`config.mk`:
```
export PLATFORM = sky130hd
export DESIGN_NAME = decompress_sequencer
export DESIGN_NICKNAME = d
export VERILOG_FILES = /design/src/rtl/decompress_sequencer.sv
export SDC_FILE = /design/constraint.sdc
export NUM_CORES = 1
export LEC_CHECK = 0
export CORE_MARGIN = 2
export CORE_UTILIZATION = 40
export CTS_CLUSTER_DIAMETER = 120
export DETAILED_ROUTE_END_ITERATION = 10
export GPL_ROUTABILITY_DRIVEN = 0
export HOLD_SLACK_MARGIN = 0.03
export PLACE_DENSITY = 0.72
export SYNTH_ARGS = -nofsm -noshare
export SYNTH_HDL_FRONTEND = slang
export SYNTH_SLANG_ARGS = --single-unit
```
`constraint.sdc`:
```
create_clock -name clk -period 9.4 [get_ports clk]
set_input_delay 2.82 -clock clk [delete_from_list [all_inputs] [get_ports clk]]
set_output_delay 2.82 -clock clk [all_outputs]
set_load 0.02 [all_outputs]
```
`src/rtl/decompress_sequencer.sv`:
```
// Run-length decompression sequencer: expands (in1, in2) pairs from a shared byte RAM into a bit-packed region.
// Optional: define DCMP_ZERO_EOS_EN to treat a zero-length pair as an end-of-stream marker.
module decompress_sequencer #(
  parameter int ADDR_W  = 16,
  parameter int PAIRS_W = 16
) (
  input  logic              clk,
  input  logic              rst,
  input  logic              start,
  input  logic [ADDR_W-1:0] src_addr,
  input  logic [PAIRS_W-1:0] src_pairs,
  input  logic [ADDR_W-1:0] dst_byte_idx,
  input  logic [2:0]        dst_bit_idx,
  output logic              busy,
  output logic              done,
  output logic              err,
  output logic [ADDR_W-1:0] new_byte_idx,
  output logic [2:0]        new_bit_idx,
  output logic [ADDR_W-1:0] mem_addr,
  output logic              mem_re,
  input  logic [7:0]        mem_rdata,
  output logic              mem_we,
  output logic [7:0]        mem_wdata
);

  typedef enum logic [3:0] {
    IDLE, HEAD_RD, HEAD_CAP, FETCH_HI, FETCH_LO, LOAD, FILL, NEXT, TAIL_RD, TAIL_WR, DONE
  } state_t;

  state_t             state, stateNext;
  logic [ADDR_W-1:0]  srcPtr, srcPtrNext, byteIdx, byteIdxNext, newByteReg;
  logic [PAIRS_W-1:0] pairsLeft, pairsLeftNext;
  logic [2:0]         bitIdx, bitIdxNext, newBitReg;
  logic [7:0]         acc, accNext, hiByte, hiByteNext;
  logic               runVal, runValNext, errNext;
  logic [14:0]        runLen, runLenNext;

  logic [3:0]  bitPlus1, fillN, remain;
  logic [8:0]  upToBit, belowFill;
  logic [7:0]  fillMask, accFilled;
  logic [14:0] loadLen;

  // Bits bit..bit-n+1 of the accumulator take the run value this cycle.
  always_comb begin
    bitPlus1  = {1'b0, bitIdx} + 4'd1;
    fillN     = (runLen < {11'd0, bitPlus1}) ? runLen[3:0] : bitPlus1;
    remain    = bitPlus1 - fillN;
    upToBit   = (9'd1 << bitPlus1) - 9'd1;
    belowFill = (9'd1 << remain) - 9'd1;
    fillMask  = upToBit[7:0] & ~belowFill[7:0];
    accFilled = runVal ? (acc | fillMask) : (acc & ~fillMask);
    loadLen   = {hiByte[6:0], mem_rdata};
  end

  always_comb begin
    // NOTE: every output of this block gets a default first, so no path can infer a latch.
    stateNext     = state;
    srcPtrNext    = srcPtr;
    pairsLeftNext = pairsLeft;
    byteIdxNext   = byteIdx;
    bitIdxNext    = bitIdx;
    accNext       = acc;
    hiByteNext    = hiByte;
    runValNext    = runVal;
    runLenNext    = runLen;
    errNext       = err;
    mem_addr      = '0;
    mem_re        = 1'b0;
    mem_we        = 1'b0;
    mem_wdata     = 8'h00;

    unique case (state)
      IDLE: begin
        if (start) begin
          srcPtrNext    = src_addr;
          pairsLeftNext = src_pairs;
          byteIdxNext   = dst_byte_idx;
          bitIdxNext    = dst_bit_idx;
          accNext       = 8'h00;
          errNext       = 1'b0;
          if (src_pairs == '0)         stateNext = DONE;
          else if (dst_bit_idx != 3'd7) stateNext = HEAD_RD;
          else                          stateNext = FETCH_HI;
        end
      end
      HEAD_RD: begin
        mem_re    = 1'b1;
        mem_addr  = byteIdx;
        stateNext = HEAD_CAP;
      end
      HEAD_CAP: begin
        accNext   = mem_rdata & ~upToBit[7:0];
        stateNext = FETCH_HI;
      end
      FETCH_HI: begin
        mem_re    = 1'b1;
        mem_addr  = srcPtr;
        stateNext = FETCH_LO;
      end
      FETCH_LO: begin
        hiByteNext = mem_rdata;
        mem_re     = 1'b1;
        mem_addr   = srcPtr + ADDR_W'(1);
        stateNext  = LOAD;
      end
      LOAD: begin
        runValNext = hiByte[7];
        runLenNext = loadLen;
        if (loadLen != 15'd0) begin
          stateNext = FILL;
        end else begin
`ifdef DCMP_ZERO_EOS_EN
          stateNext = (bitIdx != 3'd7) ? TAIL_RD : DONE;
`else
          stateNext = NEXT;
`endif
        end
      end
      FILL: begin
        runLenNext = runLen - {11'd0, fillN};
        if (remain == 4'd0) begin
          mem_we     = 1'b1;
          mem_addr   = byteIdx;
          mem_wdata  = accFilled;
          accNext    = 8'h00;
          bitIdxNext = 3'd7;
          if (&byteIdx) begin
            // The cursor cannot advance past the top of RAM: flag it and skip the tail.
            errNext   = 1'b1;
            stateNext = DONE;
          end else begin
            byteIdxNext = byteIdx + ADDR_W'(1);
            if (runLen == {11'd0, fillN}) stateNext = NEXT;
          end
        end else begin
          accNext    = accFilled;
          bitIdxNext = 3'(remain - 4'd1);
          stateNext  = NEXT;
        end
      end
      NEXT: begin
        pairsLeftNext = pairsLeft - PAIRS_W'(1);
        if (pairsLeft != PAIRS_W'(1)) begin
          srcPtrNext = srcPtr + ADDR_W'(2);
          stateNext  = FETCH_HI;
        end else begin
          stateNext = (bitIdx != 3'd7) ? TAIL_RD : DONE;
        end
      end
      TAIL_RD: begin
        mem_re    = 1'b1;
        mem_addr  = byteIdx;
        stateNext = TAIL_WR;
      end
      TAIL_WR: begin
        mem_we    = 1'b1;
        mem_addr  = byteIdx;
        mem_wdata = acc | (mem_rdata & upToBit[7:0]);
        stateNext = DONE;
      end
      DONE:    stateNext = IDLE;
      default: stateNext = IDLE;
    endcase
  end

  always_ff @(posedge clk or posedge rst) begin
    if (rst) begin
      state      <= IDLE;
      srcPtr     <= '0;
      pairsLeft  <= '0;
      byteIdx    <= '0;
      bitIdx     <= 3'd7;
      acc        <= 8'h00;
      hiByte     <= 8'h00;
      runVal     <= 1'b0;
      runLen     <= '0;
      err        <= 1'b0;
      newByteReg <= '0;
      newBitReg  <= 3'd7;
    end else begin
      // NOTE: state registers use non-blocking assignments so every flop samples pre-edge values.
      state     <= stateNext;
      srcPtr    <= srcPtrNext;
      pairsLeft <= pairsLeftNext;
      byteIdx   <= byteIdxNext;
      bitIdx    <= bitIdxNext;
      acc       <= accNext;
      hiByte    <= hiByteNext;
      runVal    <= runValNext;
      runLen    <= runLenNext;
      err       <= errNext;
      if (state == DONE) begin
        newByteReg <= byteIdx;
        newBitReg  <= bitIdx;
      end
    end
  end

  // The final cursor is shown live during the done cycle and held afterwards.
  assign busy         = (state != IDLE) && (state != DONE);
  assign done         = (state == DONE);
  assign new_byte_idx = done ? byteIdx : newByteReg;
  assign new_bit_idx  = done ? bitIdx : newBitReg;

endmodule

```
# After elaboration in Yosys (flattened, before gate mapping)
# Index checks and enable logic that the tools add are counted.
# Widths: inputs -> output; s select.
[totals]
regBits = 107
input_bits = 62
output_inout_bits = 48
word_cells = 116
[op_classes]
addsub = 10
n_lt_le_gt_ge = 1
eq_ne = 21
shifts = 2
n_mux = 41
n_bitwise = 9
n_reduce_logical = 20
[ops]
columns = ["operator", "count"]
rows = [
  ["$mux 16", 8],
  ["$pmux 16 s2", 3],
  ["$pmux 16 s4", 1],
  ["$pmux 4 s10", 1],
  ["$add 16x1->16 const B", 2],
  ["$and 8x8->8", 4],
  ["$mux 8", 4],
  ["$pmux 15 s2", 1],
  ["$mux 4", 7],
  ["$not 8->8", 3],
  ["$pmux 8 s3", 1],
  ["$add 16x2->16 const B", 1],
  ["$eq 4x3->1 const B", 4],
  ["$logic_not 16->1", 1],
  ["$ne 16x1->1 const B", 1],
  ["$or 8x8->8", 2],
  ["$pmux 8 s2", 1],
  ["$reduce_and 16->1", 1],
  ["$shl 1x4->8 const A", 2],
  ["$sub 16x1->16 const B", 1],
  ["$sub 8x1->8 const B", 2],
  ["$eq 15x4->1", 1],
  ["$lt 15x4->1", 1],
  ["$reduce_bool 15->1", 1],
  ["25 further kinds", 50],
]

# Longest topological paths before layout
[logic_depth]
depth_word = 13
mapped_depth = 21

# Worst setup path before layout
# OpenSTA, ideal clock, no wires.
[synth_path]
path_type = "reg-to-output"
from = "reg bitIdx[0]"
to = "out mem_wdata[4]"
arrival_ns = 4.558
slack_ns = 2.022
path_stages_with_launch = 21
n_path_buf = 1
cell_sequence = "dfstp_2 ha_1 ha_1 buf_2 nor2b_1 a2111oi_1 o21ai_2 a21oi_1 ha_1 inv_1 ha_1 o21ai_0 o211ai_1 o22ai_4 nand2_1 ha_1 inv_1 a21oi_1 mux2i_1 mux2i_1 o22ai_1"
[synth_via]
elab_chain_len = 13
word_cells_on_any_way = 19
classes_between = "add/sub (4); order compare (1); shift (2); mux (4); bitwise (7); reduce/logical (1)"
[synth_rtl]
columns = ["item", "line", "rtl"]
rows = [
  ["from (decl)", "33", "logic [2:0] bitIdx, bitIdxNext, newBitReg;"],
  ["from (signal assigned)", "186", "bitIdx <= bitIdxNext;"],
  ["$add 3x1->4 (*)", "45", "bitPlus1 = {1'b0, bitIdx} + 4'd1;"],
  ["$lt 15x4->1", "46", "fillN = (runLen < {11'd0, bitPlus1}) ? runLen[3:0] : bitPlus1;"],
  ["$mux 4", "46", ""],
  ["$sub 4x4->4", "47", "remain = bitPlus1 - fillN;"],
  ["$shl 1x4->8", "49", "belowFill = (9'd1 << remain) - 9'd1;"],
  ["$sub 8x1->8", "49", ""],
  ["$not 8->8", "50", "fillMask = upToBit[7:0] & ~belowFill[7:0];"],
  ["$and 8x8->8", "50", ""],
  ["$not 8->8", "51", "accFilled = runVal ? (acc | fillMask) : (acc & ~fillMask);"],
  ["$and 8x8->8", "51", ""],
  ["$mux 8", "51", ""],
  ["$mux 8", "121", "if (remain == 4'd0) begin"],
  ["$pmux 8 s2 (*)", "72", "unique case (state)"],
  ["to (decl)", "23", "output logic [7:0] mem_wdata"],
]
# Every way passes the cells marked *; elsewhere a longest branch is shown, timed or not.

# Worst setup path in the final report
[layout_path]
from = "reg bitIdx[0]"
to = "out mem_wdata[6]"
# The elaborated chain is that of the path after synthesis.

==> impl_metrics.py <==
metrics = {
    "power": {
        "p_clk_share_pct": 13.0,
        "p_int_mw": 1.68,
        "power_mw": 3.34,
        "p_sw_share_pct": 49.8,
        "peakVddDrop_v": 0.000168,
        "leakagePower_nw": 3.56,
        "combPwrFrac_pct": 58.9,
        "p_seq_share_pct": 28.1,
        "powerDensity_nw_per_um2": 375,
        "switching_power_mw": 1.66,
    },
    "clock_network": {
        "clk_latency_ns": 0.36,
        "postCtsSetupRepairBufs": 0,
        "cts-root-buf": "clkbuf_16",
        "clkSinkCount": 107,
        "clk_pin_slew_ns": 0.08,
        "cts_hold_buf": 0,
        "cts_buffers": 9,
        "cts_tree": "built",
        "cts.path.max_buffers": 2,
        "htreeDepth": 3,
    },
    "detailed_routing": {
        "dr_wl_met3_um": 1440,
        "maxUsedRoutingLayer": "met4",
        "drt_pass1_iterations": 6,
        "wl_met1_um": 10100,
        "wl_um": 22800,
        "wl_met2_um": 10600,
        "ant_nets": 0,
        "wire_per_inst_um": 19.0,
        "first_iter_violations": 773,
        "drc_errors": 0,
        "viasPerCell": 6.17,
        "vias": 7382,
    },
    "cells_and_area": {
        "antennaDiodeCount": 0,
        "nets": 1049,
        "syn_to_final_growth_pct": 21.2,
        "stdcell_count": 1197,
        "drive_gt1_share_pct": 6.82,
        "design_area_sq_um": 8890,
        "post-route-util_pct": 49.5,
        "fillers": 1727,
    },
    "grt": {
        "grt_max_degree": 67,
        "grt_antenna_before_repair": 0,
        "grt_pass1_vias": 6851,
        "grt_usage_pct": 23.0,
        "grt-ovfl-total": 0,
        "grt_pass1_wl_um": 36400,
    },
    "hold_path": {
        "hp-class": "register to register",
    },
    "setup_path": {
        "cp_data_required_time_ns": 6.58,
        "cp_cell_sequence": "ha_1 -> ha_1 -> nor2b_1 -> o211ai_1 -> o21ai_2 -> mux2i_1 -> ha_1 -> nand3b_1 -> o311ai_0 -> xnor2_1 -> o22ai_4 -> nand2_1 -> ha_1 -> o311ai_0 -> o2111ai_1 -> o211ai_2 -> mux2i_1 -> o22ai_1 -> clkdlybuf4s50_1",
        "cp-end-kind": "output pin",
        "crit_path_max_fanout": 10,
        "cp_slowest_cell": "clkdlybuf4s50_1",
        "timing.critical_path.slowest_cell_delay_ns": 0.64,
        "crit_path_start_kind": "register",
        "path_buf_inv": 1,
        "crit_path_frequent_cell": "ha_1",
        "crit_arrival_ns": 6.10,
        "path_class": "register to output pin",
        "cp_top_family": "compound AO/OA/AOI/OAI gates",
    },
    "placed_design": {
        "port_buffers": 109,
        "dpl_cell_area_sq_um": 8550,
        "place_inst": 1181,
        "hpwl_um": 16500,
        "dp_slack_ns": 0.870,
    },
    "yosys": {
        "synth.top_cell.area_share_pct": 34.5,
        "synth-async-reset-ratio_pct": 100,
        "syn_nets": 977,
        "synth_edf_count": 0,
        "synth_cell_types": 74,
        "ys_top_cells_by_area": "dfrtp_1 (34%), nand2_1 (6.0%), a21oi_1 (5.7%)",
        "ys_ff_latch": 107,
        "synth_area_per_cell_sq_um": 8.23,
        "synth_top_flop_cell": "dfrtp_1",
        "synth_warnings": 0,
        "synth_cells": 891,
        "ys_seq_area_share_pct": 36.6,
        "syn_area_sq_um": 7330,
        "yosys.area.top_type": "dfrtp_1",
    },
    "floorplan": {
        "die_x_um": 139,
        "core_sq_um": 18000,
        "rows": 49,
        "start_util_pct": 40.8,
        "die_y_um": 139,
        "dieArea_sq_um": 19400,
        "io_pins": 110,
    },
    "timing": {
        "slew_violations": 0,
        "slew_headroom_pct": 10.0,
        "holdWs_ns": 0.501,
        "fin_ws_ns": 0.479,
        "hold_violations": 0,
        "setup_violations": 0,
        "worst_pin_slew_ns": 1.34,
        "finClkSkew_ns": 0.0112,
        "period_needed_ns": 8.92,
        "fin_crit_sh_pct": 94.9,
        "setup_tns_ns": 0,
        "fmax_ghz": 0.112,
        "rsz0062_at_grt": "no",
    },
    "status": {
        "status": "finished, final reports clean",
    },
    "job": {
        "maxCapViolations": 0,
    },
}
## per-layer routing
layer | vias to the layer above | GRT usage, %
met1 | 3550 | 32.1
met4 | 0 | 8.08
met3 | 46 | 2.68
li1 | 3476 | -
met5 | - | 0
met2 | 310 | 36.9
## final cells by class
cell class	instances	area [sq um]	area share, %
Multi-Input combinational cell	703	4340	48.8
Sequential cell	107	2690	30.2
Timing Repair Buffer	116	1140	12.9
Tap cell	229	287	3.22
Clock buffer	10	239	2.69
Inverter	26	100	1.13
Clock inverter	6	97.6	1.10
## final timing paths
kind | start | to | slack [ns] | cells after the start
max in group asynchronous | rst | runLen[0] | 5.25 | 3
min in group asynchronous | rst | newByteReg[10] | 2.89 | 2
hold / removal | newByteReg[8] | newByteReg[8] | 0.50 | 1
hold reg to reg | newByteReg[8] | newByteReg[8] | 0.50 | 1
setup / recovery | bitIdx[0] | mem_wdata[6] | 0.48 | 19
setup reg to reg | bitIdx[0] | byteIdx[3] | 4.07 | 18
## power groups by stage
stage / sequential (mW) / combinational, mW / clock, mW
final: 0.936 / 1.97 / 0.435
after global routing: 0.963 / 2.17 / 0.456
after CTS: 0.921 / 1.94 / 0.437
after detailed placement: 0.926 / 1.93 / 0
after global placement: 0.924 / 1.89 / 0
after floorplan: 0.781 / 1.52 / 0
## cells in the final DEF (no fill, tap or decap), types with 3 or more instances in the layout
master	instances
o311ai_0	16
a32oi_1	3
a22o_1	3
a21oi_1	83
nor2_1	55
a21o_1	8
and2_1	4
nand2b_1	11
xnor2_1	7
a22oi_1	6
inv_1	24
or3_1	11
o22ai_1	22
nand2_1	118
nor3_1	26
mux2i_1	13
a31oi_1	16
xor2_1	5
dfstp_2	6
dfrtp_1	101
nor2b_1	7
nor4_1	18
o211ai_1	13
o21a_1	5
nand3_1	38
clkbuf_16	9
o21ai_0	79
ha_1	23
and3_1	13
nand3b_1	4
a221o_1	14
buf_4	7
clkdlybuf4s50_1	109
o31ai_1	3
mux2_2	21
and4_1	4
nand4_1	9
## synthesized netlist by cell type (8+ instances only)
master      n
a21o_1      8
a21oi_1    83
a221o_1    14
a31oi_1    16
and3_1     13
clkbuf_1   45
dfrtp_1   101
ha_1       23
inv_1      25
mux2_2     21
mux2i_1    13
nand2_1   118
nand2b_1   11
nand3_1    38
nand4_1     9
nor2_1     55
nor3_1     26
nor4_1     18
o211ai_1   13
o21ai_0    79
o22ai_1    22
o311ai_0   16
or3_1      11
## cells by family after synthesis
logic type	count (synthesis)	share of synthesized area (%)
muxes	34	5.00
xor gates and xnor gates	12	1.43
AOI/OAI and AO/OA	302	26.4
buffers and inverters	81	4.35
DFF	107	36.6
and+or+nand+nor	331	22.0
adders and majority gates	24	4.20
## flip-flops by register name (all words and copies together), names as in the netlist, 4 cells and up
name / cells
pairsLeft: 16
newByteReg: 16
runLen: 15
byteIdx: 16
state: 4
acc: 8
srcPtr: 16
hiByte: 8
## timing repair
| item | 4_1_cts | 5_1_grt |
|---|---|---|
| endpoints found under the hold margin | 0 | 0 |
| setup endpoints to repair | 0 | 11 |
| resized for setup | 0 | 1 |
Note: power is estimated with default switching activity, not from simulation.
